<file path="config.mk">
export PLATFORM = sky130hd
export DESIGN_NAME = mem_arb_flat
export DESIGN_NICKNAME = d
export VERILOG_FILES = /design/src/rtl/mem_arb_if.sv /design/src/rtl/mem_arb.sv /design/src/flat_wrapper.sv
export SDC_FILE = /design/constraint.sdc
export NUM_CORES = 1
export LEC_CHECK = 0
export CAP_MARGIN = 20
export CORE_AREA = 8 8 101 103
export CTS_CLUSTER_SIZE = 30
export DETAILED_ROUTE_END_ITERATION = 6
export DIE_AREA = 0 0 109 111
export PLACE_DENSITY = 0.74
export SYNTH_ARGS = -nofsm -noshare
export SYNTH_HDL_FRONTEND = slang
export SYNTH_SLANG_ARGS = --single-unit
</file>
<file path="constraint.sdc">
create_clock -name clk -period 5.32 [get_ports clk]
set_clock_uncertainty 0.05 [all_clocks]
set_input_delay 1.064 -clock clk [delete_from_list [all_inputs] [get_ports clk]]
set_output_delay 1.064 -clock clk [all_outputs]
set_load 0.1 [all_outputs]
</file>
<file path="src/rtl/mem_arb_if.sv">
// Bundle of the fetch, load/store and memory-side signals of the arbiter.
// slave  : the arbiter's view (takes requests, drives grants/responses and the memory request).
// master : the surrounding system's view (CPU ports plus memory model).
interface mem_arb_if #(
    parameter int AW = 32,
    parameter int DW = 32
);
    // instruction-fetch port
    logic            if_req;
    logic [AW-1:0]   if_addr;
    logic            if_gnt;
    logic            if_rvalid;
    logic [DW-1:0]   if_rdata;

    // load/store port
    logic            d_req;
    logic            d_we;
    logic [DW/8-1:0] d_be;
    logic [AW-1:0]   d_addr;
    logic [DW-1:0]   d_wdata;
    logic            d_gnt;
    logic            d_rvalid;
    logic [DW-1:0]   d_rdata;

    // shared memory port
    logic            m_req;
    logic            m_we;
    logic [DW/8-1:0] m_be;
    logic [AW-1:0]   m_addr;
    logic [DW-1:0]   m_wdata;
    logic            m_gnt;
    logic            m_rvalid;
    logic [DW-1:0]   m_rdata;

    modport slave (
        input  if_req, if_addr,
        output if_gnt, if_rvalid, if_rdata,
        input  d_req, d_we, d_be, d_addr, d_wdata,
        output d_gnt, d_rvalid, d_rdata,
        output m_req, m_we, m_be, m_addr, m_wdata,
        input  m_gnt, m_rvalid, m_rdata
    );

    modport master (
        output if_req, if_addr,
        input  if_gnt, if_rvalid, if_rdata,
        output d_req, d_we, d_be, d_addr, d_wdata,
        input  d_gnt, d_rvalid, d_rdata,
        input  m_req, m_we, m_be, m_addr, m_wdata,
        output m_gnt, m_rvalid, m_rdata
    );
endinterface

</file>
<file path="src/rtl/mem_arb.sv">
// Fetch vs. load/store arbiter in front of one single-port memory.
// One transaction in flight at a time; data wins unless fetch has been
// passed over STARVE_MAX times in a row while waiting.
//
//   state    | meaning
//   ---------+-------------------------------------------------------
//   IDLE     | no transaction in flight; pick a winner and issue m_req
//   WAIT_RSP | transaction accepted; wait for m_rvalid, route to owner
module mem_arb #(
    parameter int AW         = 32,
    parameter int DW         = 32,
    parameter int STARVE_MAX = 4
) (
    input logic        clk,
    input logic        rst,
    mem_arb_if.slave   bus
);
    localparam int SW = $clog2(STARVE_MAX + 1);

    typedef enum logic { IDLE = 1'b0, WAIT_RSP = 1'b1 } state_t;
    typedef enum logic { FETCH = 1'b0, DATA = 1'b1 } owner_t;

    state_t        state_q;
    owner_t        owner_q;
    logic [SW-1:0] starve_q;

    logic starve_full;
    logic win_data;
    logic issue;
    logic grant;
    logic rsp;

    // Winner selection and handshake qualifiers; everything is forced idle while rst is low.
    always_comb begin
        starve_full = (starve_q == SW'(STARVE_MAX));
        win_data    = bus.d_req && !(bus.if_req && starve_full);
        issue       = rst && (state_q == IDLE) && (bus.if_req || bus.d_req);
        grant       = issue && bus.m_gnt;
        rsp         = rst && (state_q == WAIT_RSP) && bus.m_rvalid;
    end

    // Memory-side request mux: fetches are full-word reads with zero write data.
    always_comb begin
        bus.m_req   = issue;
        bus.m_we    = 1'b0;
        bus.m_be    = '0;
        bus.m_addr  = '0;
        bus.m_wdata = '0;
        if (issue) begin
            if (win_data) begin
                bus.m_we    = bus.d_we;
                bus.m_be    = bus.d_be;
                bus.m_addr  = bus.d_addr;
                bus.m_wdata = bus.d_wdata;
            end else begin
                bus.m_be    = '1;
                bus.m_addr  = bus.if_addr;
            end
        end
    end

    // Grant pulses follow m_gnt in the same cycle; responses go only to the latched owner.
    always_comb begin
        bus.d_gnt     = grant && win_data;
        bus.if_gnt    = grant && !win_data;
        bus.d_rvalid  = rsp && (owner_q == DATA);
        bus.if_rvalid = rsp && (owner_q == FETCH);
        bus.d_rdata   = bus.d_rvalid  ? bus.m_rdata : '0;
        bus.if_rdata  = bus.if_rvalid ? bus.m_rdata : '0;
    end

    // Transaction FSM with owner latch and saturating fetch-starvation counter.
    always_ff @(posedge clk or negedge rst) begin
        if (!rst) begin
            state_q  <= IDLE;
            owner_q  <= FETCH;
            starve_q <= '0;
        end else begin
            case (state_q)
                IDLE: begin
                    if (grant) begin
                        state_q <= WAIT_RSP;
                        if (win_data) begin
                            owner_q <= DATA;
                            if (bus.if_req && !starve_full)
                                starve_q <= starve_q + SW'(1);
                        end else begin
                            owner_q  <= FETCH;
                            starve_q <= '0;
                        end
                    end
                end
                WAIT_RSP: begin
                    if (bus.m_rvalid)
                        state_q <= IDLE;
                end
                default: state_q <= IDLE;
            endcase
        end
    end
endmodule

</file>
<file path="src/flat_wrapper.sv">
// flat-port wrapper written by rule: the top's interface ports become plain ports
module mem_arb_flat 
#(
    parameter int AW         = 32,
    parameter int DW         = 32,
    parameter int STARVE_MAX = 4
)
  (clk, rst, bus_if_req, bus_if_addr, bus_if_gnt, bus_if_rvalid, bus_if_rdata, bus_d_req, bus_d_we, bus_d_be, bus_d_addr, bus_d_wdata, bus_d_gnt, bus_d_rvalid, bus_d_rdata, bus_m_req, bus_m_we, bus_m_be, bus_m_addr, bus_m_wdata, bus_m_gnt, bus_m_rvalid, bus_m_rdata);
  mem_arb_if #(.AW(AW), .DW(DW)) bus_i ();
  input logic clk;
  input logic rst;
  input wire logic [$bits(bus_i.if_req)-1:0] bus_if_req;
  input wire logic [$bits(bus_i.if_addr)-1:0] bus_if_addr;
  output wire logic [$bits(bus_i.if_gnt)-1:0] bus_if_gnt;
  output wire logic [$bits(bus_i.if_rvalid)-1:0] bus_if_rvalid;
  output wire logic [$bits(bus_i.if_rdata)-1:0] bus_if_rdata;
  input wire logic [$bits(bus_i.d_req)-1:0] bus_d_req;
  input wire logic [$bits(bus_i.d_we)-1:0] bus_d_we;
  input wire logic [$bits(bus_i.d_be)-1:0] bus_d_be;
  input wire logic [$bits(bus_i.d_addr)-1:0] bus_d_addr;
  input wire logic [$bits(bus_i.d_wdata)-1:0] bus_d_wdata;
  output wire logic [$bits(bus_i.d_gnt)-1:0] bus_d_gnt;
  output wire logic [$bits(bus_i.d_rvalid)-1:0] bus_d_rvalid;
  output wire logic [$bits(bus_i.d_rdata)-1:0] bus_d_rdata;
  output wire logic [$bits(bus_i.m_req)-1:0] bus_m_req;
  output wire logic [$bits(bus_i.m_we)-1:0] bus_m_we;
  output wire logic [$bits(bus_i.m_be)-1:0] bus_m_be;
  output wire logic [$bits(bus_i.m_addr)-1:0] bus_m_addr;
  output wire logic [$bits(bus_i.m_wdata)-1:0] bus_m_wdata;
  input wire logic [$bits(bus_i.m_gnt)-1:0] bus_m_gnt;
  input wire logic [$bits(bus_i.m_rvalid)-1:0] bus_m_rvalid;
  input wire logic [$bits(bus_i.m_rdata)-1:0] bus_m_rdata;
  assign bus_i.if_req = bus_if_req;
  assign bus_i.if_addr = bus_if_addr;
  assign bus_if_gnt = bus_i.if_gnt;
  assign bus_if_rvalid = bus_i.if_rvalid;
  assign bus_if_rdata = bus_i.if_rdata;
  assign bus_i.d_req = bus_d_req;
  assign bus_i.d_we = bus_d_we;
  assign bus_i.d_be = bus_d_be;
  assign bus_i.d_addr = bus_d_addr;
  assign bus_i.d_wdata = bus_d_wdata;
  assign bus_d_gnt = bus_i.d_gnt;
  assign bus_d_rvalid = bus_i.d_rvalid;
  assign bus_d_rdata = bus_i.d_rdata;
  assign bus_m_req = bus_i.m_req;
  assign bus_m_we = bus_i.m_we;
  assign bus_m_be = bus_i.m_be;
  assign bus_m_addr = bus_i.m_addr;
  assign bus_m_wdata = bus_i.m_wdata;
  assign bus_i.m_gnt = bus_m_gnt;
  assign bus_i.m_rvalid = bus_m_rvalid;
  assign bus_i.m_rdata = bus_m_rdata;
  mem_arb #(.AW(AW), .DW(DW), .STARVE_MAX(STARVE_MAX)) u_core (.clk(clk), .rst(rst), .bus(bus_i));
endmodule
</file>
==> After elaboration in Yosys (flattened, before gate mapping) <==
Cells that the tools add are included.
{ "totals": {"elab_cells": 42, "reg_bits": 5} }
{ "classes": {"add_sub_neg": 1, "bitwise_logic": 2, "reduce_logical": 18, "n_eq_ne": 2, "n_mux": 16} }
{ "ops": {"columns": ["operator", "n"], "rows": [
  ["$mux W32", 6],
  ["$logic_and A1 B1 Y1", 12],
  ["$mux W4", 2],
  ["$mux W3", 2],
  ["$mux W1", 5],
  ["$add A3 B1 Y3 const B", 1],
  ["$eq A3 B3 Y1 const B", 1],
  ["$logic_not A1 Y1", 3],
  ["$reduce_and A3 Y1", 1],
  ["$ne A2 B2 Y1 const B", 1],
  ["$not A1 Y1", 2],
  ["$pmux W1 S2", 1],
  ["$reduce_and A2 Y1", 1],
  ["$logic_or A1 B1 Y1", 1]
]} }

==> Logic depth before layout (Yosys ltp) <==
Gate-level depths: netlist (run 1).
{ "logic_depth": {"word_depth": 6, "depth_mapped": 7, "mapped_depth_nobuf": 5} }

==> Worst setup path after synthesis (run 1) <==
No wires, ideal clock.
{ "synth_path": {"kind": "input -> output", "from": "input port rst", "to": "output port bus_m_addr[26]", "stages": 5, "t_arrival_ns": 3.284, "n_path_buf": 2, "setup_slack_ns": 0.922, "cell_sequence": "nor2b_1 -> and2_1 -> buf_6 -> buf_6 -> a21boi_1"} }
{ "synth_between": {"elab_chain_cells": 3} }
{ "synth_rtl": {"columns": ["element", "line_no", "text"], "rows": [
  ["start: declaration", "flat_wrapper.sv:11", "input logic rst;"],
  ["$logic_and A1 B1 Y1 (2 in series)", "mem_arb.sv:37", "issue = rst && (state_q == IDLE) && (bus.if_req || bus.d_req);"],
  ["net bus_m_req", "flat_wrapper.sv:25", "output wire logic [$bits(bus_i.m_req)-1:0] bus_m_req;"],
  ["$mux W32", "mem_arb.sv:49", "if (issue) begin"],
  ["end: declaration", "flat_wrapper.sv:28", "output wire logic [$bits(bus_i.m_addr)-1:0] bus_m_addr;"]
]} }
The timed path passes the listed nets, and every way through them passes these cells.

==> Final worst setup path (run 1) <==
{ "layout_path": {"from": "input port rst", "to": "output port bus_m_wdata[18]"} }
{ "layout_between": {"elab_chain_cells": 3} }
{ "layout_rtl": {"columns": ["element", "line_no", "text"], "rows": [
  ["$logic_and A1 B1 Y1 (2 in series)", "mem_arb.sv:37", null],
  ["$mux W32", "mem_arb.sv:49", null],
  ["end: declaration", "flat_wrapper.sv:29", "output wire logic [$bits(bus_i.m_wdata)-1:0] bus_m_wdata;"]
]} }
Every way passes these cells.

==> run_results.csv, run 1 <==
group,metric,value,unit
sta,rsz0062_at_grt,"no",
cells_and_area,layout-drive-gt1-share,28.46,%
global_route,grt_pass1_vias,3013,
placement,place_congestion,0.7908,
global_route,antenna_found_initial,0,
synthesis,synth_edf_count,0,
drt,drc,0,
sta,whs,471.5,ps
synthesis,yosysWarnings,0,
synthesis,async_flop_share,100.0,%
setup_path,rr_startpoint,"u_core.starve_q[0]",
cts,ctsResizeCount,0,
synthesis,synth.distinct_cells,28,
sta,min_period_over_period,82.04,%
floorplan,die_h,111,µm
sta,fin_setup_tns,0,ps
setup_path,critPathSlowestCell,"and3_1",
floorplan,initial_core_util,19.84,%
setup_path,path_class,"input pin to output port",
job,maxCapViolCount,0,
synthesis,synth_flop_cell,"dfrtp_1",
setup_path,crit_chain,"clkdlybuf4s50_1 > nor2b_1 > and3_1 > and2_1 > buf_12",
outcome,status,"completed",
cells_and_area,antenna_cells,0,
hold_path,worstHoldStart,"u_core.owner_q",
cts,cts_hold_buffers,0,
cells_and_area,fin_nets,662,
setup_path,path_buf_inv,2,
pwr,power,0.7654,mW
synthesis,yosysMostFrequentCell,"and2_1",
hold_path,min_path_cells,1,
cells_and_area,area_growth_syn_to_layout,197.8,%
synthesis,synth-seq-cells,5,
setup_path,max_stage_delay,760,ps
setup_path,rrSetupSlack,3100,ps
global_route,grt_overflow_total,0,
setup_path,worst-r2r-cell-count,5,
synthesis,synthTopCellsByCount,"and2_1 (99), nand3_1 (35), a21boi_1 (32)",
synthesis,synthCells,262,
global_route,grt_max_degree,38,
hold_path,min_to,"u_core.owner_q",
floorplan,rows,34,
drt,vias_per_cell,4.462,
sta,hold_viol,0,
drt,drt-pass1-iter-count,4,
setup_path,critPathArrivalTime,3250,ps
setup_path,cp_data_required_time,4210,ps
hold_path,hold_class,"flip-flop to flip-flop",
floorplan,fp.dieW,109,µm
sta,finalSetupViolCount,0,
pwr,peakVddDrop,0.09819,mV
synthesis,synth_top_area_share,36.50,%
synthesis,synth.area.top_cells,"and2_1 (37%), a21boi_1 (14%), nand3_1 (10%), o21ai_0 (8.3%), dfrtp_1 (7.4%)",
drt,wl_per_cell,19.02,µm
floorplan,boundaryPins,277,
placement,dpl.hpwl,10210,µm
sta,slew_headroom,43.32,%
synthesis,syn_avg_cell_area,6.476,µm²
setup_path,worstPathMaxFanout,35,
placement,dp_cells,624,
floorplan,design.die.area,0.01210,mm²
synthesis,yosysTopAreaCell,"and2_1",
setup_path,cp-start-kind,"input pin",
cts,cts_htree_levels,1,
setup_path,cp_top_family,"simple AND/OR/NAND/NOR gates",
drt,drtIter0Drc,133,
floorplan,design.core.area,0.008551,mm²
cts,clk_path_buf_depth,2,
cts,clk_latency,220,ps
drt,vias,2802,
cts,cts.sinks,5,
setup_path,r2r-end,"u_core.owner_q",
cts,path_clk_slew,30,ps
cells_and_area,instances_no_fill,628,
cts,postCtsSetupBuffers,0,
global_route,grt_pass1_wl,17750,µm
synthesis,yosysSeqAreaShare,7.375,%
cts,cts_root_buf,"clkbuf_8",
cts,tritoncts,"yes",
drt,wirelength,11950,µm
placement,numPortBuffers,276,
setup_path,critPathCaptureType,"output port",
drt,ant_nets,0,
sta,period_needed,4364,ps
cts,cts_buffers,3,
sta,max_freq,0.2291,GHz
pwr,leakage,2.186,nW
cells_and_area,fin_util,59.09,%
synthesis,syn_area,0.001697,mm²
sta,slew_viol_final,0,
sta,worst_slew_pin_slew,850.2,ps
pwr,cellPowerDensity,151.5,mW/mm²
synthesis,synthesis.nets,403,
global_route,grtUsageTotal,18.62,%
==> worst reg2reg max path: cells and delay by family (launching register included) <==
family,cells,cell delay (ps)
flops,1,400
buf+inv,1,70
compound gates,1,360
fa+ha+maj,1,230
simple gates,2,980
==> per-stage QoR <==
step                instance area (µm²)  worst slack [ps]
floorplan                          1697             922.3
finish                             5052             955.6
global placement                   5007             958.9
global route                       5052             667.6
detailed placement                 5007             907.8
CTS                                5052             905.9
==> area by class of cell <==
class / count / area, µm²
Inverter: 5 / 18.77
Multi-Input combinational cell: 225 / 1385
Timing Repair Buffer: 281 / 3343
Clock buffer: 4 / 45.04
Sequential cell: 5 / 125.1
Tap cell: 108 / 135.1
Fill cell: 728 / 3498
==> sequential cells by signal, indices dropped and copies added, names as in the netlist <==
signal and flops:
u_core.state_q 1, u_core.owner_q 1, u_core.starve_q 3
==> logic make-up after synthesis <==
logic type,Yosys count,share of synthesized area [%]
adders and majority gates,2,1.475
AOI/OAI and AO/OA,75,28.17
and+or+nand+nor,148,51.99
DFF,5,7.375
buffers and inverters,32,10.99
==> worst max-delay path by stage <==
stage / endpoint / from / slack, ps / depth (start not counted)
after floorplan: bus_m_addr[26] / rst / 920 / 5
after global placement: bus_m_wdata[25] / bus_if_req / 960 / 5
after detailed placement: bus_m_wdata[12] / bus_if_req / 910 / 5
after CTS: bus_m_wdata[18] / bus_if_req / 910 / 5
after global routing: bus_m_wdata[15] / rst / 670 / 5
final: bus_m_wdata[18] / rst / 960 / 5
==> where the power goes <==
| part | internal [mW] | switching (mW) | total [mW] |
|---|---|---|---|
| logic | 0.250 | 0.395 | 0.645 |
| registers | 0.0454 | 0.00648 | 0.0519 |
| clock network | 0.0513 | 0.0173 | 0.0686 |
| total | 0.346 | 0.419 | 0.765 |
==> routing by layer <==
metal | global-route usage (%) | vias up | routed length [µm]
met5 | 0 | - | 0
met4 | 2.557 | 0 | 101
met3 | 4.767 | 6 | 943
met2 | 37.11 | 122 | 6818
met1 | 18.58 | 1273 | 4084
li1 | - | 1401 | -
==> cell usage in the layout, fill, tap and decap left out, types with 2 or more instances in the layout <==
cell / netlist / layout
a21boi_1: 32 / 32
a21o_1: 2 / 2
and2_1: 99 / 99
and3_1: 2 / 2
buf_12: 0 / 71
buf_4: 0 / 72
clkbuf_8: 0 / 3
clkdlybuf4s50_1: 0 / 138
dfrtp_1: 5 / 5
ha_1: 2 / 2
inv_1: 4 / 4
nand2_1: 3 / 3
nand3_1: 35 / 35
nor2_1: 2 / 2
o21a_1: 4 / 4
o21ai_0: 28 / 28
o21ai_1: 6 / 6
No activity file was read; power rests on OpenSTA's default activity.
==> run 2, diff against run 1 <==
Clock period 5.32 ns to 4.4 ns, I/O delays scaled along.
==> run 2 against run 1 <==
Against the previous run:
- combinational power grew 27%
- routed wire length up 8.0%
- count of clock-buffer cells in the layout is the same
- sequential share of layout area down 0.36 points
- worst hold slack got worse by 4.4 ps
==> run_results.csv, run 2 (synthesis results as in run 1) <==
group,metric,value,unit
cts,ctsResizeCount,0,
floorplan,fp.dieW,109,µm
global_route,grt.busiest_layer,"met2",
cells_and_area,fin_util,69.07,%
setup_path,path_class,"input pin to output port",
sta,finalSetupViolCount,0,
drt,wirelength,12900,µm
floorplan,design.die.area,0.01210,mm²
sta,max_freq,0.2664,GHz
drt,vias_per_cell,4.554,
floorplan,rows,34,
pwr,leakage,2.379,nW
global_route,grt_util_met1,19.84,%
floorplan,initial_core_util,19.84,%
pwr,cellPowerDensity,163.8,mW/mm²
setup_path,critPathCaptureType,"output port",
drt,ant_nets,0,
cells_and_area,instances_no_fill,630,
cells_and_area,mostFrequentLayoutCells,"clkdlybuf4s50_1 (138), buf_12 (138), and2_1 (99), nand3_1 (35), a21boi_1 (32)",
cts,tritoncts,"yes",
drt,drtIter0Drc,96,
cts,clk_path_buf_depth,2,
global_route,grt_pass1_vias,3124,
sta,period_needed,3754,ps
pwr,power,0.9671,mW
sta,worst_slew_pin_slew,517.8,ps
floorplan,die_h,111,µm
drt,drc,0,
sta,slew_viol_final,0,
sta,min_period_over_period,85.31,%
floorplan,design.core.area,0.008551,mm²
placement,place_congestion,0.8166,
global_route,grt_max_degree,38,
cells_and_area,reg_top3,"u_core.starve_q (3), u_core.owner_q (1), u_core.state_q (1)",
placement,placed_cell_area,0.005861,mm²
pwr,peakVddDrop,0.1231,mV
placement,dpl.hpwl,11470,µm
global_route,grt_pass1_wl,19510,µm
cts,cts.sinks,5,
drt,drt-pass1-iter-count,4,
cts,cts_htree_levels,1,
cts,path_clk_slew,40,ps
sta,setup_slack,646.2,ps
cells_and_area,largest-register,"u_core.starve_q",
outcome,status,"completed",
setup_path,critPathArrivalTime,2820,ps
cts,cts_hold_buffers,0,
drt,wl_per_cell,20.47,µm
drt,vias,2869,
sta,hold_viol,0,
cts,clk_latency,220,ps
global_route,grt_use_met3,5.640,%
sta,whs,467.0,ps
placement,dp_slack,626.1,ps
hold_path,hold_class,"flip-flop to flip-flop",
cts,postCtsSetupBuffers,0,
placement,dp_cells,626,
setup_path,cp-start-kind,"input pin",
global_route,met2_usage,42.21,%
placement,numPortBuffers,276,
global_route,antenna_found_initial,0,
cells_and_area,layout-drive-gt1-share,28.74,%
sta,rsz0062_at_grt,"no",
sta,slew_headroom,65.43,%
global_route,grtUsageTotal,20.61,%
job,maxCapViolCount,0,
cells_and_area,largest_reg_flops,3,
cells_and_area,area_growth_syn_to_layout,248.1,%
cells_and_area,antenna_cells,0,
cts,cts_buffers,3,
setup_path,cp_data_required_time,3470,ps
cells_and_area,design_area,0.005906,mm²
floorplan,boundaryPins,277,
sta,fin_setup_tns,0,ps
cells_and_area,fin_nets,664,
setup_path,worstPathMaxFanout,37,
cts,cts_root_buf,"clkbuf_8",
global_route,grt_overflow_total,0,
run 2: cell count changes in the layout (fill, tap and decap cells not counted), sizes merged:
cell / before / now
buf: 143 / 145
run 2: metal layers:
| layer | routed length [µm] | share of wire [%] |
|---|---|---|
| met1 | 4233 | 33 |
| met2 | 7602 | 59 |
| met3 | 1020 | 7.9 |
| met4 | 41 | 0.32 |
| met5 | 0 | 0 |
run 2: path summary, 6_finish.rpt:
check / cells after the start / endpoint / from / slack, ps
max: 6 / bus_m_addr[7] / rst / 650
min: 1 / u_core.owner_q / u_core.owner_q / 470
max reg2reg: 6 / u_core.owner_q / u_core.starve_q[0] / 2390
min reg2reg: 1 / u_core.owner_q / u_core.owner_q / 470
max in group asynchronous: 1 / u_core.state_q / rst / 3220
min in group asynchronous: 1 / u_core.starve_q[2] / rst / 860
run 2: cell type report:
cell class	count	area [µm²]
multi-input cells	225	1385
fillers	625	2645
well taps	108	135.1
clock buffers	4	45.04
repair buffers	283	4197
inverters	5	18.77
flip-flops and latches	5	125.1
run 2: power breakdown:
part / total [mW] / leakage [nW] / internal [mW] / switching [mW]
sequential: 0.0631 / 0.0651 / 0.0548 / 0.00825
combinational: 0.820 / 2.29 / 0.333 / 0.487
clock: 0.0842 / 0.0228 / 0.0622 / 0.0220
run 2: worst max-delay path, stage by stage:
cell and delay (ps):
clkdlybuf4s50_1 630, nor2b_1 270, and2_1 160, buf_4 320, a21boi_1 330, buf_12 220
